<file path="src/rtl/msp_trace_pkg.sv">
// Shared definitions for the openMSP430 instruction trace buffer.
// Optional macro MSP_TRACE_CYCLE_EN adds a cycle-count field on top of each entry.
`ifndef MSP_TRACE_PKG_SV
`define MSP_TRACE_PKG_SV

`ifdef MSP_TRACE_CYCLE_EN
`define MSP_TRACE_ENTRY_W(cw) (33 + (cw))
`else
`define MSP_TRACE_ENTRY_W(cw) (33 + 0 * (cw))
`endif

package msp_trace_pkg;

  typedef enum logic [1:0] {
    ST_IDLE   = 2'd0,
    ST_ARMED  = 2'd1,
    ST_POST   = 2'd2,
    ST_FROZEN = 2'd3
  } trace_state_e;

  // Entry layout, LSB upwards: op, pc, irq flag, then optional cycle count
  localparam int OP_LSB  = 0;
  localparam int PC_LSB  = 16;
  localparam int IRQ_BIT = 32;
  localparam int CYC_LSB = 33;

endpackage

`endif

</file>
<file path="src/rtl/msp_trace_ram.sv">
// Trace storage: register array with synchronous write and asynchronous read, no reset.
module msp_trace_ram #(
  parameter int DEPTH = 16,
  parameter int WIDTH = 33,
  parameter int AW    = $clog2(DEPTH)
) (
  input  logic             mclk,
  input  logic             we,
  input  logic [AW-1:0]    waddr,
  input  logic [WIDTH-1:0] wdata,
  input  logic [AW-1:0]    raddr,
  output logic [WIDTH-1:0] rdata
);

  logic [WIDTH-1:0] mem [DEPTH];

  always_ff @(posedge mclk) begin
    if (we) mem[waddr] <= wdata;
  end

  assign rdata = mem[raddr];

endmodule

</file>
<file path="src/rtl/msp_inst_trace.sv">
// Instruction trace buffer with PC-match trigger, post-trigger depth and valid/ready read-out.
// Define MSP_TRACE_CYCLE_EN to record cycles since the previous decode in each entry.
module msp_inst_trace
  import msp_trace_pkg::*;
#(
  parameter int DEPTH  = 16,
  parameter int CYC_W  = 16,
  parameter int POST_W = 8,
  parameter int AW      = $clog2(DEPTH),
  parameter int ENTRY_W = `MSP_TRACE_ENTRY_W(CYC_W)
) (
  input  logic               mclk,
  input  logic               puc,
  input  logic               decode,
  input  logic [15:0]        pc,
  input  logic [15:0]        ir,
  input  logic               irq_detect,
  input  logic [3:0]         irq_num,
  input  logic               arm,
  input  logic               stop,
  input  logic               trig_en,
  input  logic [15:0]        trig_pc,
  input  logic [POST_W-1:0]  post_cnt,
  output logic               rd_valid,
  input  logic               rd_ready,
  output logic [ENTRY_W-1:0] rd_data,
  output logic [AW:0]        count,
  output logic [1:0]         state,
  output logic [31:0]        inst_number
);

  trace_state_e        state_q, state_d;
  logic [AW-1:0]       wr_ptr, rd_ptr;
  logic [AW:0]         count_q;
  logic [POST_W-1:0]   post_rem;
  logic [31:0]         inst_cnt;
  logic [15:0]         op;
  logic [ENTRY_W-1:0]  wr_entry;
  logic                capture, trig_hit, pop, full;

  assign op       = irq_detect ? {12'h000, irq_num} : ir;
  assign full     = (count_q == (AW+1)'(DEPTH));
  assign capture  = decode && !arm && (state_q == ST_ARMED || state_q == ST_POST);
  assign trig_hit = capture && state_q == ST_ARMED && trig_en && (pc == trig_pc);
  assign pop      = !arm && rd_valid && rd_ready;

`ifdef MSP_TRACE_CYCLE_EN
  logic [CYC_W-1:0] cyc_cnt;

  always_ff @(posedge mclk or posedge puc) begin
    if (puc)                cyc_cnt <= '0;
    else if (decode)        cyc_cnt <= CYC_W'(1);
    else if (cyc_cnt != '1) cyc_cnt <= cyc_cnt + CYC_W'(1);
  end

  assign wr_entry = {cyc_cnt, irq_detect, pc, op};
`else
  assign wr_entry = {irq_detect, pc, op};
`endif

  always_ff @(posedge mclk or posedge puc) begin
    if (puc) state_q <= ST_IDLE;
    else     state_q <= state_d;
  end

  // stop wins over the trigger; the decode in that cycle is still captured
  always_comb begin
    state_d = state_q;
    if (arm) begin
      state_d = ST_ARMED;
    end else begin
      case (state_q)
        ST_ARMED: begin
          if (stop)          state_d = ST_FROZEN;
          else if (trig_hit) state_d = (post_cnt == '0) ? ST_FROZEN : ST_POST;
        end
        ST_POST: begin
          if (stop)                                 state_d = ST_FROZEN;
          else if (decode && post_rem == POST_W'(1)) state_d = ST_FROZEN;
        end
        default: state_d = state_q;
      endcase
    end
  end

  // On overflow the oldest entry is dropped by dragging rd_ptr along with wr_ptr
  always_ff @(posedge mclk or posedge puc) begin
    if (puc) begin
      wr_ptr   <= '0;
      rd_ptr   <= '0;
      count_q  <= '0;
      post_rem <= '0;
      inst_cnt <= '0;
    end else begin
      if (decode) inst_cnt <= inst_cnt + 32'd1;
      if (arm) begin
        wr_ptr  <= '0;
        rd_ptr  <= '0;
        count_q <= '0;
      end else if (capture) begin
        wr_ptr <= wr_ptr + AW'(1);
        if (full) rd_ptr  <= rd_ptr + AW'(1);
        else      count_q <= count_q + (AW+1)'(1);
      end else if (pop) begin
        rd_ptr  <= rd_ptr + AW'(1);
        count_q <= count_q - (AW+1)'(1);
      end
      if (trig_hit)                          post_rem <= post_cnt;
      else if (capture && state_q == ST_POST) post_rem <= post_rem - POST_W'(1);
    end
  end

  msp_trace_ram #(
    .DEPTH (DEPTH),
    .WIDTH (ENTRY_W),
    .AW    (AW)
  ) u_ram (
    .mclk  (mclk),
    .we    (capture),
    .waddr (wr_ptr),
    .wdata (wr_entry),
    .raddr (rd_ptr),
    .rdata (rd_data)
  );

  assign rd_valid    = (state_q == ST_FROZEN) && (count_q != '0);
  assign count       = count_q;
  assign state       = state_q;
  assign inst_number = inst_cnt;

endmodule

</file>
<file path="config.mk">
export PLATFORM = sky130hd
export DESIGN_NAME = msp_inst_trace
export DESIGN_NICKNAME = d
export VERILOG_FILES = /design/src/rtl/msp_trace_pkg.sv /design/src/rtl/msp_trace_ram.sv /design/src/rtl/msp_inst_trace.sv
export SDC_FILE = /design/constraint.sdc
export NUM_CORES = 1
export LEC_CHECK = 0
export BUFFER_PORTS_ARGS = -buffer_cell sky130_fd_sc_hd__buf_2
export CORE_ASPECT_RATIO = 1.25
export CORE_MARGIN = 1.5
export CORE_UTILIZATION = 40
export DETAILED_ROUTE_END_ITERATION = 8
export PLACE_DENSITY_LB_ADDON = 0.12
export SETUP_SLACK_MARGIN = 0.4
export SLEW_MARGIN = 20
export SYNTH_ARGS = -nofsm -noshare
export SYNTH_HDL_FRONTEND = slang
export SYNTH_SLANG_ARGS = --single-unit
</file>
<file path="constraint.sdc">
create_clock -name mclk -period 3.4 [get_ports mclk]
set_input_delay 0.17 -clock mclk [delete_from_list [all_inputs] [get_ports mclk]]
set_output_delay 0.17 -clock mclk [all_outputs]
set_load 0.05 [all_outputs]
</file>
# Yosys cells after proc, flatten, opt, wreduce, memory -nomap -nowiden
# Memory sizes are Yosys's and may differ from the RTL's.
# Index checks and enable logic that the tools add are counted.
# totals
romBits,0
mem_bits_rw,528
mem_count,1
in_bits,68
reg_bits,55
output_inout_bits,73
latchBits,0
# mem_list
memory,words,word_bits,read_ports,rd_ports_with_merged_regs,wr,line_no,rtl
u_ram.mem,16,33,1,0,1,msp_trace_ram.sv:15,logic [WIDTH-1:0] mem [DEPTH];
# classes
n_div,0
addsub,6
n_shift,0
eq_ne,10
n_mul,0
n_bitwise,0
order_cmp,0
n_mux,22
reduce_logical,21
# op_table
op,n
"32-bit by 1-bit adder with 32-bit output, second input constant",1
4-bit 2-to-1 mux,6
5-bit 2-to-1 mux,4
16-bit equality test,1
16-bit 2-to-1 mux,1
8-bit 2-to-1 mux,2
1-bit logical AND,10
2-bit 2-to-1 mux,5
"4-bit by 1-bit adder with 4-bit output, second input constant",2
"8-bit by 1-bit equality test with 1-bit output, second input constant",1
8-bit logical NOT,1
"4-bit inequality test, second input constant",2
"8-bit by 1-bit subtractor with 8-bit output, second input constant",1
3-bit nonzero test,2
"5-bit by 1-bit adder with 5-bit output, second input constant",1
"5-bit equality test, second input constant",1
5-bit nonzero test,1
"5-bit by 1-bit subtractor with 5-bit output, second input constant",1
"2-bit equality test, second input constant",2
2-bit one-hot mux with 2 select lines,1
2-bit AND reduction,2
2-bit nonzero test,2
1-bit 2-to-1 mux,3
"3-bit by 2-bit inequality test with 1-bit output, second input constant",1
5 further kinds,5

# Depth between registers and ports, before layout
# Gate-level depths: netlist (run 1).
# logic_depth
word_depth,10
ltp_mapped,11
ltp_nobuf,11

# By module
# A second synthesis (run 1) with hierarchy kept.
# unflattened
hier_cells,1140
hier_area_um2,23144.7
# by_module_without_submodules
module,n_inst,cells_each,area_each_um2,seq_area_each_um2
msp_trace_ram,1,831,19970.4,15855.2
msp_inst_trace,1,309,3174.3,1376.3

# Worst setup path after synthesis (run 1)
# Ideal clock, no wire load.
# synth_timing
path_kind,flip-flop to flip-flop
startpoint,register state_q[0] (netlist: state[0])
endpoint,"memory u_ram.mem[0][0], enable pin"
setup_slack_ps,290
arrival_time_ps,2717
synth_period_minus_slack_ps,3110
n_path_buf,0
path_stages_with_launch,8
cell_sequence,dfrtp_1 inv_1 ha_1 nand2b_1 nor2_1 inv_1 nor3_1 and2_1
# synth_via
elab_chain_len,5
# synth_lines
item,line_no,rtl
start: declaration,msp_inst_trace.sv:32,"trace_state_e state_q, state_d;"
start signal: assignment,msp_inst_trace.sv:63,else state_q <= state_d;
2-bit by 1-bit equality test with 1-bit output or 2-bit equality test (tied branches),msp_inst_trace.sv:43,assign capture = decode && !arm && (state_q == ST_ARMED || state_q == ST_POST);
1-bit logical OR *,msp_inst_trace.sv:43,
1-bit logical AND *,msp_inst_trace.sv:43,
1-bit 2-to-1 mux *,msp_trace_ram.sv:18,if (we) mem[waddr] <= wdata;
1-bit 2-to-1 mux (not written as such) *,msp_trace_ram.sv:18,
end: declaration,msp_trace_ram.sv:15,
# Mark *: on every way between the ends. The rest lies on a longest branch, timed or not.

# Final worst setup path (run 1)
# layout_timing
startpoint,register rd_ptr[0]
endpoint,output rd_data[24]
# layout_via
elab_chain_len,1
# layout_lines
item,line_no,rtl
start: declaration,msp_inst_trace.sv:33,"logic [AW-1:0] wr_ptr, rd_ptr;"
start signal: assignment,msp_inst_trace.sv:102,if (full) rd_ptr <= rd_ptr + AW'(1);
start signal: assignment,msp_inst_trace.sv:105,rd_ptr <= rd_ptr + AW'(1);
memory 16 x 33 bit,n/a,
end: declaration,msp_inst_trace.sv:26,"output logic [ENTRY_W-1:0] rd_data,"
# Every way passes these cells.

==> impl_metrics.env, run 1 <==
export IMPL_status="finished clean"
export IMPL_cts_inserted_buffers=58
export IMPL_final_util_pct=48.2
export IMPL_finalSetupViolations=0
export IMPL_worstSetupEndpointType="output port"
export IMPL_r2r_cells=10
export IMPL_synthAdderAreaFrac_pct=0.896
export IMPL_rr_endpoint="count[4]"
export IMPL_crit_chain="buf_12 > buf_4 > clkbuf_16 > mux4_2 > mux4_2 > buf_4"
export IMPL_stdcell_count=2093
export IMPL_synth_common_cells="edfxtp_1 (528), mux4_2 (166), dfrtp_1 (55), xnor2_1 (32), xor2_1 (29)"
export IMPL_drtAntennaViolNets=0
export IMPL_rsz0062_at_grt="yes"
export IMPL_hpwlAfterDp_um=31400
export IMPL_grt_pass1_vias=12200
export IMPL_drtIter0Drc=758
export IMPL_ys_seq_area_share_pct=74.4
export IMPL_antenna_found_initial=1
export IMPL_fin_skew_ns=0.0181
export IMPL_cp_slowest_cell="mux4_2"
export IMPL_synthMuxAreaShare_pct=17.0
export IMPL_die_y_um=272
export IMPL_p_leak_nw=9.19
export IMPL_path_clk_slew_ns=0.07
export IMPL_synth_fp_nets=1152
export IMPL_synth_compound_area_share_pct=0.389
export IMPL_cp_max_fo=9
export IMPL_routed_wl_um=54000
export IMPL_syn_to_final_growth_pct=19.1
export IMPL_fill_cells=4680
export IMPL_crit_arrival_ns=2.81
export IMPL_hold_end="state[0]"
export IMPL_drcViolationCount=0
export IMPL_critPathRequiredTime_ns=3.23
export IMPL_synth_area_leader_cell="edfxtp_1"
export IMPL_ys_ff_latch=583
export IMPL_worst_slew_pin_slew_ns=1.09
export IMPL_r2r_start="state[0]"
export IMPL_via_count=11200
export IMPL_grt_overflow=0
export IMPL_coreArea_um2=57300
export IMPL_vias_per_cell=5.35
export IMPL_min_from="trig_pc[2]"
export IMPL_pre_cts_slack_ns=0.455
export IMPL_fin_crit_sh_pct=87.7
export IMPL_cts_tree="done"
export IMPL_insertion_delay_ns=0.63
export IMPL_grt_use_total_pct=18.7
export IMPL_die_w_um=218
export IMPL_hold_path_class="input port to flip-flop"
export IMPL_period_minus_slack_ns=2.98
export IMPL_synthSimpleGateAreaFrac_pct=3.74
export IMPL_whs_path_depth=6
export IMPL_synth_top_family_by_area="multiplexers"
export IMPL_cpLargestDelayFamily="multiplexers"
export IMPL_synth_ff_type="edfxtp_1"
export IMPL_drive_gt1_share_pct=36.1
export IMPL_fin_setup_tns_ns=0
export IMPL_grt_pass1_wl_um=80500
export IMPL_fmax_mhz=335
export IMPL_clockRootBuffer="clkbuf_16"
export IMPL_ios=141
export IMPL_yosysTopAreaCellShare_pct=68.4
export IMPL_gp_congestion=0.751
export IMPL_cap_violations=0
export IMPL_numClockSinks=583
export IMPL_synth_cell_types=49
export IMPL_cp_num_buf_inv=4
export IMPL_nNetsFinal=1383
export IMPL_crit_type="flip-flop to output port"
export IMPL_async_reset_ff_share_pct=9.43
export IMPL_cts_max_level=2
export IMPL_hold_viol_final=0
export IMPL_syn_area_um2=23200
export IMPL_maxSlewViolCount=0
export IMPL_ir_drop_uv=632
export IMPL_yosys_top_cells_area="edfxtp_1 (68%), mux4_2 (16%), dfrtp_1 (5.9%)"
export IMPL_relSlewSlack_pct=26.9
export IMPL_dieArea_um2=59400
export IMPL_synth_xor_area_share_pct=2.31
export IMPL_grt_max_degree=36
export IMPL_n_antenna_cell=0
export IMPL_rows=98
export IMPL_post_synth_cell_area_avg_um2=21.7
export IMPL_io_buffers=140
export IMPL_critPathLaunch="rd_ptr[0]"
export IMPL_cp_depth=6
export IMPL_first_pass_iters=5
export IMPL_start_util_pct=40.5
export IMPL_setup_ws_ns=0.419
export IMPL_start_kind="flip-flop"
export IMPL_rrSetupSlack_ns=0.66
export IMPL_netlist_instances=1068
export IMPL_synth_warnings=0
export IMPL_clk_path_buf_depth=3
export IMPL_synth_edf_count=528
export IMPL_power_total_mw=18.0
export IMPL_dp_cells=1947
export IMPL_cpPeakStageDelay_ns=0.53
export IMPL_wire_per_inst_um=25.8
export IMPL_power_density_nw_per_um2=654
export IMPL_synth_most_common_cell="edfxtp_1"
## logic make-up after synthesis
family,Yosys count
flops,583
xor+xnor,61
simple gates,154
compound gates,14
mux,184
fa+ha+maj,16
buf+inv,56
## power by group
| part | switching [mW] | internal, mW | total (mW) |
|---|---|---|---|
| registers | 0.120 | 7.93 | 8.05 |
| logic | 2.01 | 1.67 | 3.68 |
| clock network | 2.70 | 3.60 | 6.30 |
| total | 4.83 | 13.2 | 18.0 |
## state kept, by name, indices dropped and copies added, names as in the netlist
register     flops
count            5
inst_number     32
post_rem         8
rd_ptr           4
state            2
u_ram.mem      528
wr_ptr           4
## cell type report
cell class | count | area (um2) | share of cell area (%)
inverters | 10 | 37.5 | 0.136
clock buffers | 73 | 1510 | 5.47
flip-flops and latches | 583 | 17200 | 62.5
repair buffers | 217 | 1840 | 6.68
well taps | 750 | 938 | 3.40
clock inverters | 31 | 340 | 1.23
multi-input cells | 429 | 5680 | 20.6
## worst register-to-register path, stage by stage (launching register included)
cell and delay, ns:
dfrtp_1 0.44, inv_1 0.07, ha_1 0.32, nand2b_1 0.26
nor2_4 0.20, inv_1 0.15, fa_1 0.44, a21o_1 0.20
a21oi_1 0.18, mux4_2 0.31, nor2_1 0.09
## cell usage in the layout (no fill, tap or decap), types with 3 or more instances in the layout
cell type / instances
clkbuf_16: 60
dfrtp_4: 3
clkbuf_1: 15
nor2b_1: 12
dfrtp_1: 51
nor2_2: 6
buf_4: 26
ha_1: 15
inv_1: 9
buf_16: 8
xnor2_1: 32
nand2_1: 22
xor2_1: 29
nor2b_2: 4
mux2_2: 16
dlygate4sd3_1: 28
buf_12: 22
nor2_1: 23
buf_2: 131
and4_1: 4
mux4_2: 166
and2_2: 15
nand4_1: 11
a21oi_1: 6
clkinv_2: 6
and3_1: 5
nor3_1: 7
nor4_1: 8
bufinv_16: 6
edfxtp_1: 528
nand3_1: 17
clkinv_1: 13
## per-stage QoR
step / hold WS, ns / cell area [um2]
6_report: 0.0559 / 27600
3_5_place_dp: 0.363 / 25100
3_3_place_gp: 0.354 / 25100
5_1_grt: 0.0830 / 27600
2_1_floorplan: 0.269 / 23200
4_1_cts: 0.0300 / 27400
## how the worst max path moves through the flow
stage / endpoint / slack (ns)
6_report: rd_data[24] / 0.42
5_1_grt: rd_data[20] / 0.32
4_1_cts: rd_data[10] / 0.35
3_5_place_dp: count[4] / 0.45
3_3_place_gp: u_ram.mem[3][9] / 0.59
2_1_floorplan: u_ram.mem[10][0] / 0.48
## layer usage
layer,GRT usage (%),wire length (um),vias to the layer above
met5,0,10,-
met4,5.48,1250,2
met3,2.85,2090,68
met2,32.5,28200,246
met1,24.2,22400,6005
li1,-,-,4872
## what timing repair did
action | 4_1_cts | 5_1_grt
hold buffers | 28 | 0
endpoints found under the setup margin | 33 | 167
buffers inserted | 5 | 4
endpoints found under the hold margin | 313 | 0
cloned | 3 | 2
resized for setup | 7 | 18
Note: power is estimated with default switching activity, not from simulation.
==> run 2, diff against run 1 <==
--- a/config.mk
+++ b/config.mk
@@ -13,2 +13,3 @@
 export PLACE_DENSITY_LB_ADDON = 0.12
+export REMOVE_ABC_BUFFERS = 1
 export SETUP_SLACK_MARGIN = 0.4
==> constraint.sdc (replaced) <==
create_clock -name mclk -period 3.4 [get_ports mclk]
set_input_delay 0.34 -clock mclk [delete_from_list [all_inputs] [get_ports mclk]]
set_output_delay 0.34 -clock mclk [all_outputs]
set_load 0.05 [all_outputs]
==> run 2 against run 1 <==
Sequential power about the same; design area increased by 0.29%; largest power group unchanged; cell count is 0.14% lower; first-iteration DRC count grew 3.3%; largest cell class unchanged; non-clock buffer count is 6 lower; clock power down 1%; hold slack gained 0.0052 ns; critical endpoint is now rd_data[0]; die area did not move; core utilization grew 0.14 points; clock skew is 0.0023 ns higher; wire length up 0.11%; global-route usage shrank 0.18 points.
==> impl_metrics.env, run 2 (same netlist as run 1, synthesis figures left out) <==
export IMPL_drtIter0Drc=783
export IMPL_stdcell_area_um2=27700
export IMPL_clockRootBuffer="clkbuf_16"
export IMPL_whs_path_depth=2
export IMPL_n_antenna_cell=0
export IMPL_relSlewSlack_pct=29.4
export IMPL_drive_gt1_share_pct=37.6
export IMPL_cts_inserted_buffers=57
export IMPL_met1_usage_pct=24.9
export IMPL_pre_cts_slack_ns=0.522
export IMPL_vias_per_cell=5.34
export IMPL_die_w_um=218
export IMPL_ir_drop_uv=390
export IMPL_final_cell_mix="edfxtp_1 (528), mux4_2 (166), buf_2 (108)"
export IMPL_fill_cells=4730
export IMPL_clk_path_buf_depth=3
export IMPL_rsz0062_at_grt="yes"
export IMPL_hpwlAfterDp_um=30600
export IMPL_grt_max_degree=47
export IMPL_nNetsFinal=1376
export IMPL_cpPeakStageDelay_ns=0.53
export IMPL_coreArea_um2=57300
export IMPL_grt_overflow=0
export IMPL_critPathMostFrequentCell="mux4_2"
export IMPL_period_minus_slack_ns=3.12
export IMPL_numClockSinks=583
export IMPL_grt_util_met2_pct=31.5
export IMPL_grt_pass1_wl_um=80300
export IMPL_p_leak_nw=9.25
export IMPL_io_buffers=140
export IMPL_start_kind="flip-flop"
export IMPL_grt_use_total_pct=18.5
export IMPL_setup_ws_ns=0.279
export IMPL_fin_skew_ns=0.0204
export IMPL_r2r_cells=10
export IMPL_maxSlewViolCount=0
export IMPL_dp_cells=1958
export IMPL_via_count=11200
export IMPL_fin_crit_sh_pct=91.8
export IMPL_final_util_pct=48.3
export IMPL_syn_to_final_growth_pct=19.4
export IMPL_finalSetupViolations=0
export IMPL_routed_wl_um=54100
export IMPL_cp_slowest_cell="mux4_2"
export IMPL_drcViolationCount=0
export IMPL_path_clk_slew_ns=0.06
export IMPL_cpLargestDelayFamily="multiplexers"
export IMPL_busiest_layer="met2"
export IMPL_worstSetupEndpointType="output port"
export IMPL_final_common_cell="edfxtp_1"
export IMPL_cp_depth=5
export IMPL_cp_max_fo=6
export IMPL_crit_chain="clkbuf_16 > bufbuf_16 > mux4_2 > mux4_2 > buf_6"
export IMPL_rows=98
export IMPL_largest_register_ffs=528
export IMPL_crit_type="flip-flop to output port"
export IMPL_first_pass_iters=6
export IMPL_die_y_um=272
export IMPL_cap_violations=0
export IMPL_met3_usage_pct=3.39
export IMPL_crit_arrival_ns=2.78
export IMPL_dpl_cell_area_um2=25200
export IMPL_start_util_pct=40.5
export IMPL_status="finished clean"
export IMPL_stdcell_count=2090
export IMPL_hold_viol_final=0
export IMPL_grt_pass1_vias=12100
export IMPL_insertion_delay_ns=0.62
export IMPL_hold_path_class="input port to flip-flop"
export IMPL_fmax_mhz=320
export IMPL_cp_num_buf_inv=3
export IMPL_drtAntennaViolNets=0
export IMPL_worst_slew_pin_slew_ns=1.06
export IMPL_cts_tree="done"
export IMPL_cts_max_level=2
export IMPL_dieArea_um2=59400
export IMPL_antenna_found_initial=1
export IMPL_wire_per_inst_um=25.9
export IMPL_critPathRequiredTime_ns=3.06
export IMPL_gp_congestion=0.748
export IMPL_power_density_nw_per_um2=657
export IMPL_top_register="u_ram.mem"
export IMPL_ios=141
==> run 2: layout make-up <==
| cell class | instances | area, um2 | area share [%] |
|---|---|---|---|
| clock buffers | 65 | 1480 | 5.34 |
| inverters | 10 | 37.5 | 0.136 |
| clock inverters | 42 | 359 | 1.30 |
| well taps | 750 | 938 | 3.39 |
| repair buffers | 211 | 1940 | 7.02 |
| multi-input cells | 429 | 5670 | 20.5 |
| flip-flops and latches | 583 | 17200 | 62.3 |
==> run 2: per-stage QoR <==
stage | hold slack, ns | power [mW] | TNS (ns)
after floorplan | 0.403 | 10.8 | -121.16
after global placement | 0.459 | 11.6 | 0
after detailed placement | 0.463 | 11.6 | 0
after CTS | 0.0234 | 18.1 | 0
after global routing | 0.0356 | 18.9 | 0
final | 0.0611 | 18.2 | 0
==> run 2: worst paths after layout <==
path | start | slack, ns | endpoint
worst max-delay path | rd_ptr[0] | 0.28 | rd_data[0]
worst min-delay path | decode | 0.06 | inst_number[0]
worst max register to register | state[0] | 0.70 | count[4]
worst min register to register | inst_number[31] | 0.47 | inst_number[31]
max in group asynchronous | puc | 2.35 | inst_number[31]
min in group asynchronous | puc | 0.36 | count[3]
==> run 2: what timing repair did <==
action | 4_1_cts | 5_1_grt
cloned | 2 | 6
resized for setup | 34 | 62
hold buffers | 9 | 0
setup buffers | 8 | 0
endpoints found under the setup margin | 33 | 166
endpoints found under the hold margin | 37 | 0
==> run 2: layer usage <==
layer  share of wire [%]  routed length, um
met1                  43              23200
met3                 4.5               2410
met2                  51              27600
met5               0.018                 10
met4                 1.5                797
==> run 2: power breakdown <==
part / leakage [nW] / total (mW) / switching [mW] / internal, mW
sequential: 5.52 / 8.06 / 0.129 / 7.93
clock: 0.899 / 6.23 / 2.73 / 3.51
combinational: 2.83 / 3.90 / 2.02 / 1.88
==> run 3, diff against run 2 <==
- CAP_MARGIN: not set -> 10
- REMOVE_ABC_BUFFERS: 1 -> not set
- clock period: 3.4 -> 3.6 ns (I/O delays scaled with it)
==> run 3 against run 2 <==
Register-to-register slack about the same; clock power down 7.4%; sequential power down 5.7%; core utilization down 1.0 points; hold slack worse by 0.029 ns; largest power group unchanged.
==> impl_metrics.env, run 3 (same netlist as run 1, synthesis figures left out) <==
export IMPL_critPathMostFrequentCell="mux4_2"
export IMPL_drtIter0Drc=733
export IMPL_hold_path_class="input port to flip-flop"
export IMPL_dieArea_um2=59400
export IMPL_vias_per_cell=5.35
export IMPL_wire_per_inst_um=26.1
export IMPL_hold_viol_final=0
export IMPL_critPathLaunch="rd_ptr[0]"
export IMPL_cap_violations=0
export IMPL_grt_max_degree=54
export IMPL_dpl_cell_area_um2=25000
export IMPL_n_antenna_cell=0
export IMPL_p_leak_nw=8.99
export IMPL_syn_to_final_growth_pct=17.0
export IMPL_finalSetupViolations=0
export IMPL_min_from="post_cnt[3]"
export IMPL_hpwlAfterDp_um=30600
export IMPL_final_cell_mix="edfxtp_1 (528), mux4_2 (166), buf_2 (138)"
export IMPL_fin_skew_ns=0.0264
export IMPL_fmax_mhz=321
export IMPL_power_density_nw_per_um2=613
export IMPL_path_clk_slew_ns=0.06
export IMPL_ios=141
export IMPL_stdcell_count=2064
export IMPL_worst_slew_pin_slew_ns=1.04
export IMPL_final_util_pct=47.3
export IMPL_cpPeakStageDelay_ns=0.55
export IMPL_ir_drop_uv=360
export IMPL_cts_tree="done"
export IMPL_insertion_delay_ns=0.62
export IMPL_numClockSinks=583
export IMPL_top_register="u_ram.mem"
export IMPL_grt_pass1_vias=11800
export IMPL_fill_cells=4756
export IMPL_cp_max_fo=22
export IMPL_period_minus_slack_ns=3.12
export IMPL_status="finished clean"
export IMPL_crit_chain="buf_12 > buf_16 > mux4_2 > mux4_2 > buf_2"
export IMPL_holdWs_ns=0.0320
export IMPL_clockRootBuffer="clkbuf_16"
export IMPL_rrSetupSlack_ns=0.71
export IMPL_worstSetupEndpointType="output port"
export IMPL_largest_register_ffs=528
export IMPL_start_util_pct=40.5
export IMPL_grt_overflow=0
export IMPL_rows=98
export IMPL_fin_crit_sh_pct=86.6
export IMPL_die_y_um=272
export IMPL_cts_max_level=2
export IMPL_wl_met2_um=27500
export IMPL_grt_use_total_pct=18.5
export IMPL_start_kind="flip-flop"
export IMPL_route_met3_wl_um=2160
export IMPL_drcViolationCount=0
export IMPL_via_count=11000
export IMPL_grt_pass1_wl_um=79100
export IMPL_cpLargestDelayFamily="multiplexers"
export IMPL_stdcell_area_um2=27100
export IMPL_crit_type="flip-flop to output port"
export IMPL_fin_setup_tns_ns=0
export IMPL_relSlewSlack_pct=30.8
export IMPL_critPathRequiredTime_ns=3.24
export IMPL_wl_met1_um=22800
export IMPL_drtAntennaViolNets=0
export IMPL_r2r_start="state[1]"
export IMPL_cp_slowest_cell="mux4_2"
export IMPL_dp_cells=1943
export IMPL_drive_gt1_share_pct=36.3
export IMPL_antenna_found_initial=1
export IMPL_coreArea_um2=57300
export IMPL_final_common_cell="edfxtp_1"
export IMPL_maxSlewViolCount=0
export IMPL_top_layer_used="met5"
export IMPL_routed_wl_um=53800
export IMPL_nNetsFinal=1355
export IMPL_gp_congestion=0.724
export IMPL_rsz0062_at_grt="yes"
export IMPL_crit_arrival_ns=2.76
export IMPL_io_buffers=140
export IMPL_die_w_um=218
export IMPL_cp_num_buf_inv=3
export IMPL_clk_path_buf_depth=3
export IMPL_first_pass_iters=5
export IMPL_cts_inserted_buffers=58
[run 3: cell types whose count changed in the layout (fill, tap and decap cells not counted), sizes merged, moves of 2 or more]
cell / delta
buf: -13
bufinv: -2
clkbuf: +8
clkinv: -12
clkinvlp: -2
dlygate4sd3: -3
[run 3: repair_timing]
action	in CTS	in global routing
setup endpoints to repair	41	135
gates resized for setup	10	9
buffers inserted	10	0
hold endpoints to repair	33	0
gates cloned	2	0
pin swaps	0	0
hold buffers	6	0
[run 3: final cells by class]
class | count | area (um2) | area share [%]
sequential | 583 | 17200 | 63.6
multi-input combinational | 429 | 5670 | 20.9
clock buffer | 78 | 1580 | 5.82
timing repair buffer | 189 | 1420 | 5.22
tap | 750 | 938 | 3.46
clock inverter | 25 | 218 | 0.803
inverter | 10 | 37.5 | 0.139
[run 3: layer usage]
metal  global-route usage [%]  vias up
met3                     2.88       74
met5                        0        -
met4                     5.32        2
li1                         -     4802
met2                     31.7      239
met1                     24.5     5926
[run 3: final timing paths]
kind / end / cells past startpoint
worst max-delay path: rd_data[16] / 5
worst min-delay path: post_rem[3] / 2
worst max register to register: post_rem[0] / 7
worst min register to register: inst_number[31] / 1
max in group asynchronous: rd_ptr[0] / 4
min in group asynchronous: inst_number[26] / 3
[run 3: power by group]
part / total, mW / internal (mW) / switching (mW)
clock network: 5.77 / 3.27 / 2.49
logic: 3.25 / 1.44 / 1.81
registers: 7.60 / 7.49 / 0.105
total: 16.6 / 12.2 / 4.41
[run 3: metrics by stage]
step                      setup WS, ns  power [mW]
final                            0.482        16.6
after global placement           0.223        10.9
after CTS                        0.408        16.8
after detailed placement         0.191        10.9
after global routing             0.383        17.2
after floorplan                  0.490        10.1
